--- src/rtl/lfsr_sym_checker.sv ---
// LFSR symbol-stream checker: slips a local maximal-length generator into alignment, then monitors the lock.
// Optional macro LFSR_CHK_BITERR_EN adds per-bit error accounting (bit_err_count); otherwise it reads 0.

`ifndef LFSR_LEN
`define LFSR_LEN 16
`endif
`ifndef LFSR_SEED
`define LFSR_SEED 16'hACE1
`endif

module lfsr_gen_max #(
  parameter int LEN = `LFSR_LEN,
  parameter logic [LEN-1:0] SEED = LEN'(`LFSR_SEED)
) (
  input  logic       clk,
  input  logic       reset,
  input  logic       i_en,
  output logic [3:0] sym_out
);
  // Fibonacci feedback masks for maximal-length polynomials; unsupported lengths fall back to the 16-bit taps.
  localparam logic [31:0] TAPS32 = (LEN == 8)  ? 32'h0000_00B8 :
                                   (LEN == 24) ? 32'h00E1_0000 :
                                   (LEN == 32) ? 32'h8020_0003 :
                                                 32'h0000_B400;
  localparam logic [LEN-1:0] TAPS = TAPS32[LEN-1:0];

  logic [LEN-1:0] r_lfsr;
  logic           w_fb;

  assign w_fb    = ^(r_lfsr & TAPS);
  assign sym_out = r_lfsr[3:0];

  always_ff @(posedge clk or posedge reset) begin
    if (reset) begin
      r_lfsr <= SEED;
    end else if (i_en) begin
      r_lfsr <= {r_lfsr[LEN-2:0], w_fb};
    end
  end
endmodule

--- config.mk ---
export PLATFORM = sky130hd
export DESIGN_NAME = lfsr_gen_max
export DESIGN_NICKNAME = d
export VERILOG_FILES = /design/src/rtl/lfsr_sym_checker.sv
export SDC_FILE = /design/constraint.sdc
export NUM_CORES = 1
export LEC_CHECK = 0
export BUFFER_PORTS_ARGS = -buffer_cell sky130_fd_sc_hd__buf_2
export CAP_MARGIN = 40
export CORE_AREA = 2 2 39 41
export DETAILED_ROUTE_END_ITERATION = 7
export DIE_AREA = 0 0 41 43
export HOLD_SLACK_MARGIN = 0.05
export PLACE_DENSITY = 0.83
export SLEW_MARGIN = 15
export SYNTH_ARGS = -nofsm -noshare
export SYNTH_HDL_FRONTEND = slang
export SYNTH_SLANG_ARGS = --single-unit
--- constraint.sdc ---
create_clock -name clk -period 1.7 [get_ports clk]
set_input_delay 0.085 -clock clk [delete_from_list [all_inputs] [get_ports clk]]
set_output_delay 0.085 -clock clk [all_outputs]
set_load 0.05 [all_outputs]
# Word level (Yosys, flattened, before mapping)

Index checks and enable logic that the tools add are counted.

Input bits: 3
Output and inout port bits: 4
Register bits after elaboration: 16

Reductions and logical operators: 1

Operators by type and width:

| cell                 | number |
|---|---|
| 16-bit XOR reduction | 1 |

# Logic depth before layout (Yosys ltp)

Depth after elaboration: 1
Gate-level depth with buffers: 4
Depth with buffers taken out: 3

# Least setup slack after synthesis

Ideal clock, no wire load.

Kind: register -> register
Start: reg r_lfsr[13]
End: reg r_lfsr[0]
Buffers on the path: 0
Data arrival time: 857 ps
Stages on the path, launching flop included: 4
Required time: 1627 ps
Slack: 770 ps
Setup time: 73 ps
Clock period less this slack: 930 ps
Cell sequence: dfstp_2 -> xnor2_1 -> xnor2_1 -> a21oi_1

Word-level cells in the longest chain between the ends: 1

RTL lines:

| what                   | RTL line | source |
|---|---|---|
| start, declared        | 27       | `logic [LEN-1:0] r_lfsr;` |
| start signal, assigned | 37       | `r_lfsr <= {r_lfsr[LEN-2:0], w_fb};` |
| 16-bit XOR reduction   | 30       | `assign w_fb = ^(r_lfsr & TAPS);` |

Every way passes these cells.
A chain may end at the register's enable or synchronous reset.

# Worst setup path in the final report

Start: reg r_lfsr[0]
End: out sym_out[0]

RTL lines:

| what          | RTL line | source |
|---|---|---|
| end, declared | 18       | `output logic [3:0] sym_out` |

No word-level cell between the ends.

==> impl_results.md <==
- Outcome: completed
- Proportion of layout cells with a drive suffix above 1: 68.8%
- Overall overflow remaining after global route: 0
- Area growth from synthesis to layout: 4.94%
- Data required time of the worst path: 1620 ps
- Avg Synthesized Cell Area: roughly 16 µm²
- Gr usage total: around 15%
- Effective utilization at floorplan: roughly half
- FP Rows: 14
- WP data arrival: 1090 ps
- Detailed placement HPWL: ~590 µm
- Period utilisation layout: just under 70%
- 1st-pass router iterations: 1
- Number of max-cap violations: 0
- Maximum buffer depth of the clock tree: 2
- Leakage component of the power: 0.332 nW
- Number of pins exceeding their max-slew limit in the final report: 0
- Syn Inst Count: 43
- Iteration-0 DRC count of the detailed router: 0
- Class of the tightest hold or removal check: in2reg
- Kind of launch point of the worst setup path: register
- Slew HR: 61.8%
- Die area: 1760 µm²
- Setup violation total in the final timing report: 0
- Synth Cell Area: 709 µm²
- Clock period minus worst slack: 1180 ps
- Number of filler instances in the final layout: between 100 and 150
- Register area: 410 µm²
- Final weighted congestion in routability-driven placement: 0.692
- Cell Pwr Density: 2170 nW/µm²
- Share of synthesized area occupied by flip-flops and latches: 57.8%
- Vertical extent of the die: 43 µm
- Layout Skew: 1.42 ps
- Routed via count: 310
- Slowest-stage cell, CP: sky130_fd_sc_hd__dfstp_2
- Residual antenna-violating net count after detailed routing: 0
- Peak fanout along the critical path: 3
- Routed wire per std cell: 13.5 µm
- Worst slack after detailed placement: 701 ps
- DRC viols: 0
- Clock insertion delay at the later pin of the skew report: roughly 280 ps
- Post-synthesis sequential element count: 16
- Number of nets in the finished design: 52
- Worst supply voltage drop on vdd: 0.00117 V
- CTS Root Cell: sky130_fd_sc_hd__clkbuf_4
- Area of the core region: between 1000 and 1500 µm²
- Count of input and output buffers: 6
- Number of antenna violations at the first check in global routing: 0
- IO Count: 7
- Post CTS Setup Buffer Count: 0
- Kind of end point of the critical path: output port
- Number of buffers created by CTS: 3
- Top Family by Delay on Critical Path: flip-flops
- Clock-pin slew of the registers on the worst-case setup and hold paths: 90 ps
- Final number of hold-violating endpoints: 0
- Area of the multi-input gates: 234 µm²
- Maximum number of pins on one net before global-route repair: 18
- Largest registers in the final layout: r_lfsr: 16 flops
- Register with the highest flop count: r_lfsr
- Clock sink count: 16
- Yosys warning count: 0
- Worst Tran Pin Value: between 500 and 600 ps
- Cell Chain, Critical Path: buf_2
- Die Span X: 41 µm
- Via/cell ratio: between 4 and 5
- Max reg flops: 16
- Number of different library cells in the post-synthesis netlist: 11
- Routed wire length: 864 µm
- Crit path buf inv count: 1
- Vias in the first global route: between 300 and 400
- Diodes inserted: 0
- First-pass GRT wire length: 1.66 mm
- H-tree levels: 1
- Syn Nets: 46
- CTS tree: yes
- RSZ-0062 raised after global routing: no
- Crit path setup slack, layout: about 520 ps
- Fmax achieved: 849 MHz
- Setup Total Neg Slack: 0 ps
- Classification of the worst setup path: reg2out
- Delay contributed by the slowest stage of the critical path: around 550 ps
routing by layer:
layer	track usage, %	part of all wire, %	vias up
met2	20.0	53	1
li1	-	-	150
met1	19.9	44	157
met5	0	0	-
met3	3.14	1.5	2
met4	14.0	0.93	0
layout make-up:
| cell class | count | share of cell area, % |
|---|---|---|
| Sequential cell | 16 | 55.1 |
| Multi-Input combinational cell | 20 | 31.4 |
| Timing Repair Buffer | 7 | 5.38 |
| Clock buffer | 4 | 4.87 |
| Tap cell | 16 | 2.69 |
| Inverter | 1 | 0.504 |
cells in the final DEF, fill, tap and decap left out:
master | synthesis | layout
sky130_fd_sc_hd__a21oi_1 | 1 | 1
sky130_fd_sc_hd__dlygate4sd3_1 | 0 | 1
sky130_fd_sc_hd__xnor2_1 | 3 | 3
sky130_fd_sc_hd__dfstp_2 | 8 | 8
sky130_fd_sc_hd__clkbuf_8 | 0 | 1
sky130_fd_sc_hd__clkbuf_4 | 0 | 3
sky130_fd_sc_hd__nor2_1 | 1 | 1
sky130_fd_sc_hd__mux2_2 | 7 | 7
sky130_fd_sc_hd__mux2_4 | 8 | 8
sky130_fd_sc_hd__dfrtp_1 | 8 | 8
sky130_fd_sc_hd__buf_2 | 0 | 6
sky130_fd_sc_hd__inv_1 | 1 | 1
worst register-to-register path: cells and delay by family, from the launching register on:
| kind | cells | cell delay (ps) |
|---|---|---|
| xor+xnor | 2 | 280 |
| flops | 1 | 560 |
| compound gates | 1 | 80 |
cells in the mapped netlist:
library cell	number	area [µm²]
sky130_fd_sc_hd__buf_12	1	20.0
sky130_fd_sc_hd__buf_6	1	11.3
sky130_fd_sc_hd__nor2_1	1	3.75
sky130_fd_sc_hd__buf_4	4	30.0
sky130_fd_sc_hd__mux2_4	8	120
sky130_fd_sc_hd__dfstp_2	8	210
sky130_fd_sc_hd__xnor2_1	3	26.3
sky130_fd_sc_hd__dfrtp_1	8	200
sky130_fd_sc_hd__a21oi_1	1	5.00
sky130_fd_sc_hd__inv_1	1	3.75
sky130_fd_sc_hd__mux2_2	7	78.8
stage by stage:
step,std cells,total power (W),utilization (%),hold slack (ps),area [µm²]
3_3_place_gp,59,0.00136,50.5,163,698
2_1_floorplan,43,0.00134,-,-6.99,709
3_5_place_dp,59,0.00139,50.5,176,698
4_1_cts,64,0.00164,53.8,223,744
6_report,64,0.00162,53.8,233,744
5_1_grt,64,0.00173,53.8,259,744
final timing paths:
check,start,endpoint,slack (ps),cells after the start
max,r_lfsr[0],sym_out[0],520,1
min,i_en,r_lfsr[0],230,3
max reg2reg,r_lfsr[10],r_lfsr[0],700,3
min reg2reg,r_lfsr[0],r_lfsr[0],500,2
max in group asynchronous,reset,r_lfsr[7],930,3
min in group asynchronous,reset,r_lfsr[12],400,3
logic make-up (layout without fill, tap and decap cells):
kind of cell	count (synthesis)	in the layout	share of synthesized area, %
buffers and inverters	7	12	9.17
flip-flops	16	16	57.8
multiplexers	15	15	28.0
AND/OR/NAND/NOR	1	1	0.529
XOR/XNOR	3	3	3.70
AO/OA/AOI/OAI	1	1	0.705
timing repair:
action / in CTS / in global routing
hold buffers: 1 / 0
setup endpoints to repair: 0 / 0
resized for setup: 0 / 0
hold endpoints to repair: 8 / 0
where the power goes:
part           switching, W  internal [W]
clock              0.000114      0.000130
sequential         0.000129      0.000647
combinational      0.000296      0.000303
No activity file was read; power rests on OpenSTA's default activity.
